$ cat src/rtl/noc_traffic_pe.sv
// Synthetic NoC traffic endpoint: injects timestamped packets to a
// pattern-chosen peer and gathers latency/misroute statistics on receive.
module noc_traffic_pe #(
  parameter int    address      = 0,
  parameter int    numPE        = 4,
  parameter int    AddressWidth = 2,
  parameter int    DataWidth    = 32,
  parameter int    TotalWidth   = 34,
  parameter int    PktLmit      = 100,
  parameter string Pattern      = "RANDOM"
) (
  input  logic                  clk,
  input  logic                  rst,
  input  logic [TotalWidth-1:0] i_data,
  input  logic                  i_data_valid,
  output logic                  o_data_ready,
  output logic [TotalWidth-1:0] o_data,
  output logic                  o_data_valid,
  input  logic                  i_data_ready,
  input  logic                  done
);

  typedef logic [AddressWidth-1:0] addr_t;
  typedef logic [AddressWidth:0]   addr_w_t;

  localparam int ModeRandom     = 0;
  localparam int ModeNeighbor   = 1;
  localparam int ModeComplement = 2;
  localparam int Mode =
    (Pattern == "NEIGHBOR")   ? ModeNeighbor   :
    (Pattern == "COMPLEMENT") ? ModeComplement :
    ModeRandom;

  // Inputs never reach 2*numPE, so one conditional subtract is a full mod.
  function automatic addr_t wrap(input addr_w_t v);
    if (v >= addr_w_t'(numPE))
      return addr_t'(v - addr_w_t'(numPE));
    return v[AddressWidth-1:0];
  endfunction

  function automatic addr_t step(input addr_t a);
    return wrap({1'b0, a} + addr_w_t'(1));
  endfunction

  localparam addr_t Self    = addr_t'(address);
  localparam addr_t Nbr     = step(Self);
  localparam addr_t CompRaw = wrap({1'b0, ~Self});
  localparam addr_t Comp    = (CompRaw == Self) ? Nbr : CompRaw;
  localparam logic [15:0] Seed = 16'hACE1 ^ 16'(address);

  logic [DataWidth-1:0] cyc;
  logic [31:0]          tx_count;
  logic [31:0]          rx_count;
  logic [47:0]          lat_sum;
  logic [DataWidth-1:0] lat_max;
  logic                 misroute;
  logic                 halted;
  logic [15:0]          lfsr;

  logic [15:0]          lfsr_nxt;
  logic [31:0]          tx_nxt;
  logic                 xfer;
  logic                 load;
  addr_t                rnd;
  addr_t                dest;
  logic [DataWidth-1:0] lat;

  always_comb begin
    xfer     = o_data_valid & i_data_ready;
    lfsr_nxt = lfsr;
    if (xfer)
      lfsr_nxt = {lfsr[14:0],
                  lfsr[15] ^ lfsr[13] ^ lfsr[12] ^ lfsr[10]};
    tx_nxt = tx_count + 32'(xfer);
    load   = !halted && !done
           && (tx_nxt < 32'(PktLmit))
           && (xfer || !o_data_valid);
    rnd  = wrap({1'b0, lfsr_nxt[AddressWidth-1:0]});
    dest = (rnd == Self) ? step(rnd) : rnd;
    if (Mode == ModeNeighbor)
      dest = Nbr;
    else if (Mode == ModeComplement)
      dest = Comp;
    lat = cyc - i_data[DataWidth-1:0];
  end

  always_ff @(posedge clk) begin
    if (rst) begin
      cyc          <= '0;
      tx_count     <= '0;
      rx_count     <= '0;
      lat_sum      <= '0;
      lat_max      <= '0;
      misroute     <= 1'b0;
      halted       <= 1'b0;
      lfsr         <= Seed;
      o_data       <= '0;
      o_data_valid <= 1'b0;
      o_data_ready <= 1'b0;
    end else begin
      cyc          <= cyc + DataWidth'(1);
      o_data_ready <= 1'b1;
      lfsr         <= lfsr_nxt;
      tx_count     <= tx_nxt;
      if (done)
        halted <= 1'b1;
      // Timestamp is the counter value of the cycle the flit appears.
      if (load) begin
        o_data_valid <= 1'b1;
        o_data       <= {dest, cyc + DataWidth'(1)};
      end else if (xfer || done) begin
        o_data_valid <= 1'b0;
      end
      if (i_data_valid) begin
        if (rx_count != '1)
          rx_count <= rx_count + 32'd1;
        lat_sum <= lat_sum + 48'(lat);
        if (lat > lat_max)
          lat_max <= lat;
        if (i_data[TotalWidth-1:DataWidth] != Self)
          misroute <= 1'b1;
      end
    end
  end

endmodule

$ cat config.mk
export PLATFORM = sky130hd
export DESIGN_NAME = noc_traffic_pe
export DESIGN_NICKNAME = d
export VERILOG_FILES = /design/src/rtl/noc_traffic_pe.sv
export SDC_FILE = /design/constraint.sdc
export NUM_CORES = 1
export LEC_CHECK = 0
export ABC_AREA = 1
export CAP_MARGIN = 25
export CORE_UTILIZATION = 55
export CTS_CLUSTER_DIAMETER = 120
export DETAILED_ROUTE_END_ITERATION = 16
export GPL_TIMING_DRIVEN = 0
export HOLD_SLACK_MARGIN = 0.15
export PLACE_DENSITY = 0.76
export SYNTH_ARGS = -nofsm -noshare
export SYNTH_HDL_FRONTEND = slang
export SYNTH_SLANG_ARGS = --single-unit
export TNS_END_PERCENT = 1
$ cat constraint.sdc
create_clock -name clk -period 4.5 [get_ports clk]
set_input_delay 0.9 -clock clk [delete_from_list [all_inputs] [get_ports clk]]
set_output_delay 0.9 -clock clk [all_outputs]
set_load 0.005 [all_outputs]
==> results of run 1 <==
-- critical path, stage by stage --
cell             delay (ns)
clkdlybuf4s50_1        0.49
nand2_1                0.16
clkinv_1               0.30
ha_1                   0.36
ha_1                   0.25
nand2_1                0.10
nor2_4                 0.22
nand2_2                0.09
nor2_4                 0.18
nand2_1                0.09
nand2_1                0.08
nand2_1                0.05
nor2_1                 0.12
nand3_1                0.12
nor2_2                 0.23
buf_2                  0.27
nand3_1                0.17
a21oi_1                0.20
-- cells in the mapped netlist, types with 2 or more instances --
master | n | area [um2]
nor3b_1 | 3 | 22.5
o21ai_0 | 12 | 60.1
nor2_1 | 162 | 608
nand4_1 | 14 | 87.6
nor2_4 | 5 | 56.3
buf_4 | 3 | 22.5
buf_6 | 3 | 33.8
inv_2 | 2 | 7.51
nand3_1 | 71 | 355
buf_2 | 6 | 30.0
nor3_1 | 8 | 40.0
nand2_2 | 4 | 25.0
nand3b_1 | 11 | 82.6
nor2_2 | 6 | 37.5
nand2_1 | 202 | 758
xor2_1 | 23 | 201
clkbuf_1 | 14 | 52.6
inv_1 | 73 | 274
xnor2_1 | 16 | 140
dfxtp_1 | 117 | 2340
nor4_1 | 3 | 18.8
ha_1 | 3 | 37.5
a21oi_1 | 50 | 250
-- cell families after synthesis --
| kind of cell | after synthesis |
|---|---|
| AND/OR/NAND/NOR | 490 |
| flip-flops | 117 |
| buffers and inverters | 103 |
| AO/OA/AOI/OAI | 64 |
| XOR/XNOR | 39 |
| adder cells (fa/ha/maj) | 3 |
-- power by group --
part | leakage, uW | internal [uW] | switching, uW
Sequential | 0.000948 | 1060 | 13.9
Clock | 0.000280 | 863 | 468
Combinational | 0.00129 | 54.8 | 75.1
Total | 0.00252 | 1980 | 557
-- repair_timing --
action                                 4_1_cts  5_1_grt
endpoints found under the hold margin        0        0
gates resized for setup                      0        1
buffers inserted                             0        0
setup endpoints to repair                    0       29
-- area by class of cell --
type	count	area [um2]	share of cell area, %
multi-input combinational	596	2800	41.9
clock buffer	21	449	6.71
inverter	76	285	4.26
timing repair buffer	38	380	5.68
sequential	117	2340	35.0
tap	133	166	2.49
buffer	26	139	2.07
clock inverter	9	129	1.93
-- sequential cells by signal, indices dropped and copies added, names as in the netlist --
| name | cells |
|---|---|
| halted | 1 |
| lfsr | 16 |
| o_data | 34 |
| o_data_ready | 1 |
| cyc | 32 |
| o_data_valid | 1 |
| tx_count | 32 |
-- layer usage --
layer / global-route usage, % / vias to the layer above
met5: 0 / -
met4: 12.5 / 0
met3: 6.24 / 30
met2: 45.0 / 195
met1: 40.7 / 2462
li1: - / 2682
-- final timing paths --
| kind | to | slack (ns) | cells after the start |
|---|---|---|---|
| setup / recovery | o_data[7] | 0.55 | 18 |
| hold / removal | lfsr[2] | 0.46 | 2 |
| setup reg to reg | o_data[7] | 1.00 | 17 |
| hold reg to reg | lfsr[2] | 0.46 | 2 |
-- metrics by stage --
stage,util (%),total power (uW)
global route,68.5,2610
detailed placement,62.6,1220
CTS,68.5,2550
finish,68.5,2540
floorplan,-,1170
global placement,62.6,1220
==> reports/metrics.cfg, run 1 <==
[logic_synthesis]
synth-async-reset-ratio_pct = 0
syn_area_mm2 = 0.00557
synthCells = 816
ys_warn_count = 0
synth-compound-area-share_pct = 5.80
ys_ff_latch = 117
yosys.area_share.simple_pct = 37.7
synth.mux.area_fraction_pct = 0
syn_area_per_cell_um2 = 6.83
synth_cell_type_count = 28
synth_xor_area_share_pct = 6.13
ys_seq_area_share_pct = 42.0
synth_fa_ha_area_share_pct = 0.674
synth_edf_count = 0
synth_top_family_by_area = simple AND/OR/NAND/NOR gates
syn_nets = 858
ys.flop_type = dfxtp_1

[hold_path]
hold_start = lfsr[1]
worst_hold_path_type = reg -> reg

[route]
dr.pass1.iters = 5
top_layer = met4
drtIter0Drc = 310
ant_nets = 0
finalWirelength_mm = 14.4
num_vias = 5369
met1Wirelength_mm = 6.67
drcViolationCount = 0
wire_per_inst_um = 14.1
wl_met3_mm = 1.01
dr_wl_met2_mm = 6.37
vias_per_cell = 5.28

[sta]
fin_setup_tns_ns = 0
setup_violations = 0
rsz0062_at_grt = false
fin_crit_sh_pct = 87.7
worst_pin_slew_ns = 0.756
maxSlewHeadroom_pct = 49.1
skew_ns = 0.00687
fmax_ghz = 0.253
fin_ws_ns = 0.554
drv_slew = 0
holdWs_ns = 0.458
hold_viol = 0
finalCriticalPeriod_ns = 3.95

[clocking]
cts-root-buf = clkbuf_8
cts-hold-fix-buffers = 0
cts.sinks = 117
worstSkewPairLatency_ns = 0.53
cts_tree = built
cts_made_buffers = 17
clk_pin_slew_ns = 0.06
clockBufferDepth = 2
h-tree-depth = 4

[layout]
design_area_mm2 = 0.00669
instances_no_fill = 1016
drive_above_1_share_pct = 6.57
final_cell_mix = 202 x nand2_1, 161 x nor2_1, 117 x dfxtp_1, 73 x inv_1, 71 x nand3_1
syn_to_final_growth_pct = 20.2
layout_commonest_cell = nand2_1
nFillCells = 905
antenna_cells = 0
final_nets = 914

[placed_design]
port-buffer-count = 38
dpl_cell_area_mm2 = 0.00612
dp_slack_ns = -0.197
gp_congestion = 0.942
dp_hpwl_mm = 10.7
dp.cells = 987

[worst_setup_path]
cp_data_required_time_ns = 4.95
critPathMaxFanout = 18
cp.arrival_ns = 4.40
crit_start = i_data_ready
worstSetupStartpointType = primary input
r2r_start = o_data_valid
crit_path_end_kind = register
crit_type = in -> reg

[floorplan]
die_h_um = 103
initial_utilization_pct = 57.0
rows = 36
die_x_um = 103
die-area_mm2 = 0.0105
ios = 75
coreArea_mm2 = 0.00977

[grt]
antenna_found_initial = 0
grt_overflow_total = 0
grt_max_degree = 17
grt_usage_pct = 29.6
grt_pass1_vias = 4917
grt_pass1_wl_mm = 23.3

[outcome]
status = finished clean

[power]
p_per_area_mw_per_mm2 = 379
ir_drop_mv = 0.328
leakage_uw = 0.00252

[flow_run]
maxCapViolCount = 0

Note: power is estimated with default switching activity, not from simulation.
==> inputs of run 2 (changes only) <==
--- a/config.mk
+++ b/config.mk
@@ -8,6 +8,7 @@
 export ABC_AREA = 1
 export CAP_MARGIN = 25
 export CORE_UTILIZATION = 55
+export CTS_BUF_LIST = sky130_fd_sc_hd__clkbuf_2 sky130_fd_sc_hd__clkbuf_4 sky130_fd_sc_hd__clkbuf_8
 export CTS_CLUSTER_DIAMETER = 120
 export DETAILED_ROUTE_END_ITERATION = 16
 export GPL_TIMING_DRIVEN = 0
==> run 2 against run 1 <==
  * Register-to-register slack about the same
  * Flip-flop and latch count unchanged
  * Largest power group is now sequential cells
  * Clock power down 25%
  * Core utilization down 1.8 points
  * Sequential power about the same
  * Die area unchanged
  * Critical path type unchanged
  * Count of clock-buffer cells in the layout unchanged
  * Wire length down 1.6%
  * Final area down 2.6%
  * Largest cell class unchanged
==> reports/metrics.cfg, run 2 (synthesis results as in run 1) <==
[outcome]
status = finished clean

[floorplan]
rows = 36  ; unchanged
die_x_um = 103  ; unchanged
die_h_um = 103  ; unchanged
die-area_mm2 = 0.0105  ; unchanged
coreArea_mm2 = 0.00977  ; unchanged
initial_utilization_pct = 57.0  ; unchanged
ios = 75  ; unchanged

[worst_setup_path]
crit_start = i_data_ready
cp-endpoint = o_data[7]
r2r_start = o_data_valid
critPathMaxFanout = 18  ; unchanged
rrSetupSlack_ns = 1.01  ; about the same
cp.arrival_ns = 4.34  ; -0.06 ns
timing.rr.end = o_data[7]
r2r_cells = 18  ; +1
cp_data_required_time_ns = 4.82  ; -0.13 ns
crit_type = in -> reg
crit_path_end_kind = register
worstSetupStartpointType = primary input

[grt]
grt_pass1_vias = 4807  ; -2.2%
grt_pass1_wl_mm = 22.9  ; -2.0%
antenna_found_initial = 0  ; unchanged
grt_max_degree = 17  ; unchanged
grt_overflow_total = 0  ; unchanged
grt_usage_pct = 29.1  ; -0.56 points

[layout]
antenna_cells = 0  ; unchanged
fin_util_pct = 66.7  ; -1.8 points
final_cell_mix = 202 x nand2_1, 162 x nor2_1, 117 x dfxtp_1, 73 x inv_1, 71 x nand3_1
drive_above_1_share_pct = 6.68  ; +0.11 points
final_nets = 914  ; unchanged
top_register = o_data
top_regs = o_data: 34 flops, cyc: 32 flops, tx_count: 32 flops
largest_reg_flops = 34  ; unchanged
layout_commonest_cell = nand2_1
syn_to_final_growth_pct = 17.0

[power]
leakage_uw = 0.00244  ; -3.0%
p_per_area_mw_per_mm2 = 339  ; -11%
ir_drop_mv = 0.292  ; -11%
totalPowerFinal_uw = 2210  ; -13%

[sta]
drv_slew = 0  ; unchanged
worst_pin_slew_ns = 0.696  ; -0.0601 ns
setup_violations = 0  ; unchanged
maxSlewHeadroom_pct = 53.2  ; +4.0 points
fin_crit_sh_pct = 89.5  ; +1.8 points
rsz0062_at_grt = false
skew_ns = 0.0168  ; +0.00991 ns
fmax_ghz = 0.248  ; -2.0%
hold_viol = 0  ; unchanged
finalCriticalPeriod_ns = 4.03  ; +0.0805 ns

[route]
drtIter0Drc = 313  ; +0.97%
dr.pass1.iters = 5  ; unchanged
ant_nets = 0  ; unchanged
num_vias = 5349  ; -0.37%
vias_per_cell = 5.26  ; -0.37%
wire_per_inst_um = 13.9  ; -1.6%
drcViolationCount = 0  ; unchanged
finalWirelength_mm = 14.1  ; -1.6%

[placed_design]
gp_congestion = 0.942  ; unchanged
port-buffer-count = 38  ; unchanged
dp_hpwl_mm = 10.7  ; unchanged

[clocking]
cts_tree = built
worstSkewPairLatency_ns = 0.46  ; -0.07 ns
cts_resized = 0  ; unchanged
cts.sinks = 117  ; unchanged
h-tree-depth = 4  ; unchanged
clk_pin_slew_ns = 0.07  ; about the same
cts_made_buffers = 17  ; unchanged
cts-hold-fix-buffers = 0  ; unchanged
post_cts_buffers = 0  ; unchanged
cts-root-buf = clkbuf_8
clockBufferDepth = 2  ; unchanged

[hold_path]
worst_hold_path_type = reg -> reg

[flow_run]
maxCapViolCount = 0  ; unchanged

## run 2: worst min path at each step
stage	from	end	slack, ns	cells past startpoint
after floorplan	lfsr[5]	lfsr[6]	0.43	2
final	lfsr[1]	lfsr[2]	0.46	2
after global placement	lfsr[6]	lfsr[7]	0.44	2
after global routing	lfsr[1]	lfsr[2]	0.48	2
after CTS	lfsr[1]	lfsr[2]	0.46	2
after detailed placement	lfsr[7]	lfsr[7]	0.45	2
## run 2: worst max-delay path, cell delays in order
cell	delay, ns
clkdlybuf4s50_1	0.49
nand2_1	0.16
clkinv_1	0.30
ha_1	0.36
ha_1	0.25
nand2_1	0.10
nor2_4	0.21
nand2_2	0.09
nor2_4	0.18
nand2_1	0.09
nand2_1	0.08
nand2_1	0.05
nor2_1	0.13
nand3_1	0.12
nor2_2	0.24
nand3_1	0.16
buf_2	0.24
nand2_1	0.11
a21oi_1	0.07
## run 2: final cells by class
| class | count | area, um2 |
|---|---|---|
| Buffer | 26 | 139 |
| Sequential cell | 117 | 2340 |
| Fill cell | 935 | 3260 |
| Clock buffer | 21 | 277 |
| Multi-Input combinational cell | 596 | 2800 |
| Tap cell | 133 | 166 |
| Clock inverter | 9 | 129 |
| Inverter | 76 | 285 |
| Timing Repair Buffer | 38 | 380 |
## run 2: metrics by stage
step,hold slack (ns),instance area [um2],cells,setup WS [ns],setup TNS [ns]
global placement,0.436,6120,987,-0.149,-3.81
CTS,0.460,6520,1017,0.230,0
detailed placement,0.450,6120,987,-0.197,-5.16
finish,0.459,6520,1016,0.473,0
floorplan,0.429,5570,816,1.12,0
global route,0.478,6520,1016,0.107,0
## run 2: metal layers
metal / vias up / share of wire (%) / track usage (%)
met3: 24 / 6.8 / 6.17
met5: - / 0 / 0
li1: 2692 / - / -
met4: 0 / 2.0 / 12.0
met1: 2439 / 48 / 40.2
met2: 194 / 44 / 43.9
## run 2: where the power goes
group          internal, uW  switching [uW]
registers              1060            13.9
logic                  54.8            75.3
clock network           580             424
total                  1690             513
==> inputs of run 3 (changes only) <==
--- a/config.mk
+++ b/config.mk
@@ -5,15 +5,15 @@
 export SDC_FILE = /design/constraint.sdc
 export NUM_CORES = 1
 export LEC_CHECK = 0
-export ABC_AREA = 1
+export ABC_AREA = 0
 export CAP_MARGIN = 25
-export CORE_UTILIZATION = 55
+export CORE_UTILIZATION = 38
 export CTS_BUF_LIST = sky130_fd_sc_hd__clkbuf_2 sky130_fd_sc_hd__clkbuf_4 sky130_fd_sc_hd__clkbuf_8
 export CTS_CLUSTER_DIAMETER = 120
 export DETAILED_ROUTE_END_ITERATION = 16
 export GPL_TIMING_DRIVEN = 0
 export HOLD_SLACK_MARGIN = 0.15
-export PLACE_DENSITY = 0.76
+export PLACE_DENSITY = 0.55
 export SYNTH_ARGS = -nofsm -noshare
 export SYNTH_HDL_FRONTEND = slang
 export SYNTH_SLANG_ARGS = --single-unit
==> run 3 against run 2 <==
  * Worst setup slack got worse by 0.22 ns
  * Total power fell by 5.2%
  * Sequential power barely moved
  * Via count fell by 24%
  * Count of clock-buffer cells in the layout rose by 1
  * Non-clock buffer count rose by 11
  * Clock skew fell by 0.0074 ns
  * Critical endpoint is now o_data[26]
  * Largest cell class unchanged
==> reports/metrics.cfg, run 3 <==
[placed_design]
dp_slack_ns = -1.41  ; -1.21 ns
dp.cells = 788  ; -20%
gp_congestion = 0.818  ; -13%
port-buffer-count = 38  ; unchanged
dp_hpwl_mm = 7.50  ; -30%

[grt]
grt_overflow_total = 0  ; unchanged
grt_usage_pct = 16.7  ; -12 points
grt_pass1_vias = 3939  ; -18%
grt_max_degree = 17  ; unchanged
grt_pass1_wl_mm = 18.8  ; -18%
antenna_found_initial = 0  ; unchanged

[worst_setup_path]
worstSetupStartpointType = primary input
critPathMaxFanout = 16  ; -2
r2r_cells = 13  ; -5
cp.arrival_ns = 4.56  ; +0.22 ns
crit_buf_inv = 4  ; +1
rrSetupSlack_ns = 0.88  ; -0.13 ns
crit_path_end_kind = register
crit_type = in -> reg
path_cells = clkdlybuf4s50_1, nand2_4, clkinv_4, ha_4, ha_4, and4_4, nand4_1, a2111oi_2, nand4_1, or4_1, nor4_4, buf_4, buf_6, mux2_1
cp_data_required_time_ns = 4.82  ; about the same
crit_slowest_cell = or4_1
timing.rr.end = o_data[26]
slowest_delay_ns = 0.58  ; +0.09 ns
cp_top_family = simple AND/OR/NAND/NOR gates
r2r_start = o_data_valid

[flow_run]
maxCapViolCount = 0  ; unchanged

[hold_path]
hold_end = lfsr[2]
min_path_cells = 2  ; unchanged
hold_start = lfsr[1]
worst_hold_path_type = reg -> reg

[layout]
drive_above_1_share_pct = 10.7  ; +4.0 points
nFillCells = 1281  ; +37%
largest_reg_flops = 34  ; unchanged
top_regs = o_data: 34 flops, cyc: 32 flops, tx_count: 32 flops
multi_input_area_mm2 = 0.00274  ; -2.3%
layout_commonest_cell = dfxtp_1
final_cell_mix = 117 x dfxtp_1, 71 x nor2_1, 53 x nand2_1, 41 x nor2b_1
top_register = o_data
regArea_mm2 = 0.00234  ; unchanged
instances_no_fill = 823  ; -19%
antenna_cells = 0  ; unchanged
final_nets = 677  ; -26%
syn_to_final_growth_pct = 21.1

[clocking]
cts_tree = built
cts.sinks = 117  ; unchanged
cts-root-buf = clkbuf_8
h-tree-depth = 4  ; unchanged
clk_pin_slew_ns = 0.07  ; about the same
clockBufferDepth = 2  ; unchanged
cts_made_buffers = 17  ; unchanged
worstSkewPairLatency_ns = 0.44  ; -0.02 ns
cts-hold-fix-buffers = 0  ; unchanged

[sta]
holdWs_ns = 0.454  ; -0.00484 ns
drv_slew = 0  ; unchanged
skew_ns = 0.00935  ; -0.00743 ns
hold_viol = 0  ; unchanged
fin_crit_sh_pct = 94.3  ; +4.8 points
setup_violations = 0  ; unchanged
fin_ws_ns = 0.256  ; -0.217 ns
fmax_ghz = 0.236  ; -5.1%
worst_pin_slew_ns = 0.697  ; +0.00144 ns
maxSlewHeadroom_pct = 53.1  ; -0.097 points
finalCriticalPeriod_ns = 4.24  ; +0.217 ns
rsz0062_at_grt = false

[floorplan]
die-area_mm2 = 0.0142  ; +34%
coreArea_mm2 = 0.0133  ; +36%
initial_utilization_pct = 39.1  ; -18 points
die_x_um = 119  ; +16%
rows = 42  ; +17%
ios = 75  ; unchanged
die_h_um = 119  ; +16%

[route]
drtIter0Drc = 157  ; -50%
num_vias = 4051  ; -24%
wire_per_inst_um = 12.9  ; -7.4%
finalWirelength_mm = 10.6  ; -25%
vias_per_cell = 4.92  ; -6.5%
drcViolationCount = 0  ; unchanged
dr.pass1.iters = 4  ; -1
ant_nets = 0  ; unchanged

[logic_synthesis]
synth.most_common_cell = dfxtp_1
synth_cell_type_count = 50  ; +79%
synthCells = 574  ; -30%
ys_seq_area_share_pct = 45.1  ; +3.0 points
synth_edf_count = 0  ; unchanged
syn_area_mm2 = 0.00520  ; -6.7%
ys.flop_type = dfxtp_1
netlist.area_leader.share_pct = 45.1  ; +3.0 points
syn_nets = 616  ; -28%
ys_warn_count = 0  ; unchanged
synth-async-reset-ratio_pct = 0  ; unchanged
yosys.area.top_type = dfxtp_1
syn_area_per_cell_um2 = 9.06  ; +33%
ys_ff_latch = 117  ; unchanged
synth.area.top_cells = dfxtp_1 45%, xor2_1 6.4%, mux2_1 6.3%, nor2_1 5.1%, nor2b_1 4.9%
netlist_top_cells_count = 117 x dfxtp_1, 71 x nor2_1, 54 x nand2_1

[power]
p_per_area_mw_per_mm2 = 332  ; -1.8%
ir_drop_mv = 0.173  ; -41%
leakage_uw = 0.00235  ; -4.0%

[outcome]
status = finished clean

run 3: changes by cell type after synthesis, moves of 11 or more:
| cell | before | now |
|---|---|---|
| nand2_1 | 202 | 54 |
| nor2_1 | 162 | 71 |
| inv_1 | 73 | 5 |
| nor2b_1 | 0 | 41 |
| nand3_1 | 71 | 33 |
| a21oi_1 | 50 | 15 |
| mux2_1 | 0 | 29 |
| xor2_1 | 23 | 38 |
| nand3b_1 | 11 | 0 |
run 3: report_power, final:
group	total [uW]	internal [uW]	switching (uW)
Sequential	1060	1050	8.48
Clock	948	540	408
Combinational	87.4	38.0	49.4
run 3: what timing repair did:
item | 4_1_cts | 5_1_grt
pin swaps | 1 | 1
resized for setup | 8 | 5
cloned | 0 | 0
buffers inserted | 2 | 3
endpoints found under the setup margin | 35 | 34
run 3: cell type report:
cell class              count  area share, %
well taps                 176           3.50
multi-input cells         418           43.4
inverters                   6          0.437
repair buffers             43           6.64
clock buffers              22           4.61
plain buffers              32           2.56
clock inverters             9           1.63
flip-flops and latches    117           37.2
run 3: routing by layer:
layer	vias up	wire (um)	share of wire (%)	track usage (%)
met3	15	359	3.4	5.12
li1	2070	-	-	-
met2	44	4740	45	25.4
met1	1922	5320	50	22.1
met4	0	186	1.8	6.80
met5	-	0	0	0
run 3: worst register-to-register path: stages (launching register included):
cell	delay [ns]
dfxtp_1	0.38
nand2_4	0.12
clkinv_4	0.14
ha_4	0.18
ha_4	0.17
and4_4	0.28
nand4_1	0.13
a2111oi_2	0.41
nand4_1	0.15
or4_1	0.58
nor4_4	0.27
buf_4	0.19
buf_6	0.18
mux2_1	0.33
run 3: worst max-delay path by stage:
stage / from / endpoint / slack, ns / depth (start not counted)
after floorplan: i_data_ready / o_data[10] / 0.005 / 13
after global placement: i_data_ready / o_data[29] / -1.39 / 14
after detailed placement: i_data_ready / o_data[31] / -1.41 / 14
after CTS: i_data_ready / o_data[32] / 0.02 / 15
after global routing: i_data_ready / o_data[32] / 0.04 / 15
final: i_data_ready / o_data[26] / 0.26 / 14
run 3: cells by family after synthesis:
group	Yosys count	share of synthesized area [%]
adders and majority gates	3	0.722
and+or+nand+nor	276	27.3
buffers and inverters	39	3.49
muxes	40	8.57
AOI/OAI and AO/OA	38	4.55
DFF	117	45.1
xor gates and xnor gates	61	10.3
run 3: per-stage QoR:
| step | total power (uW) | utilization [%] | setup TNS (ns) | cell area, um2 |
|---|---|---|---|---|
| 2_1_floorplan | 1130 | - | 0 | 5200 |
| 3_3_place_gp | 1160 | 43.7 | -46.78 | 5810 |
| 3_5_place_dp | 1170 | 43.7 | -47.36 | 5810 |
| 4_1_cts | 2120 | 47.0 | 0 | 6250 |
| 5_1_grt | 2190 | 47.4 | 0 | 6300 |
| 6_report | 2090 | 47.4 | 0 | 6300 |
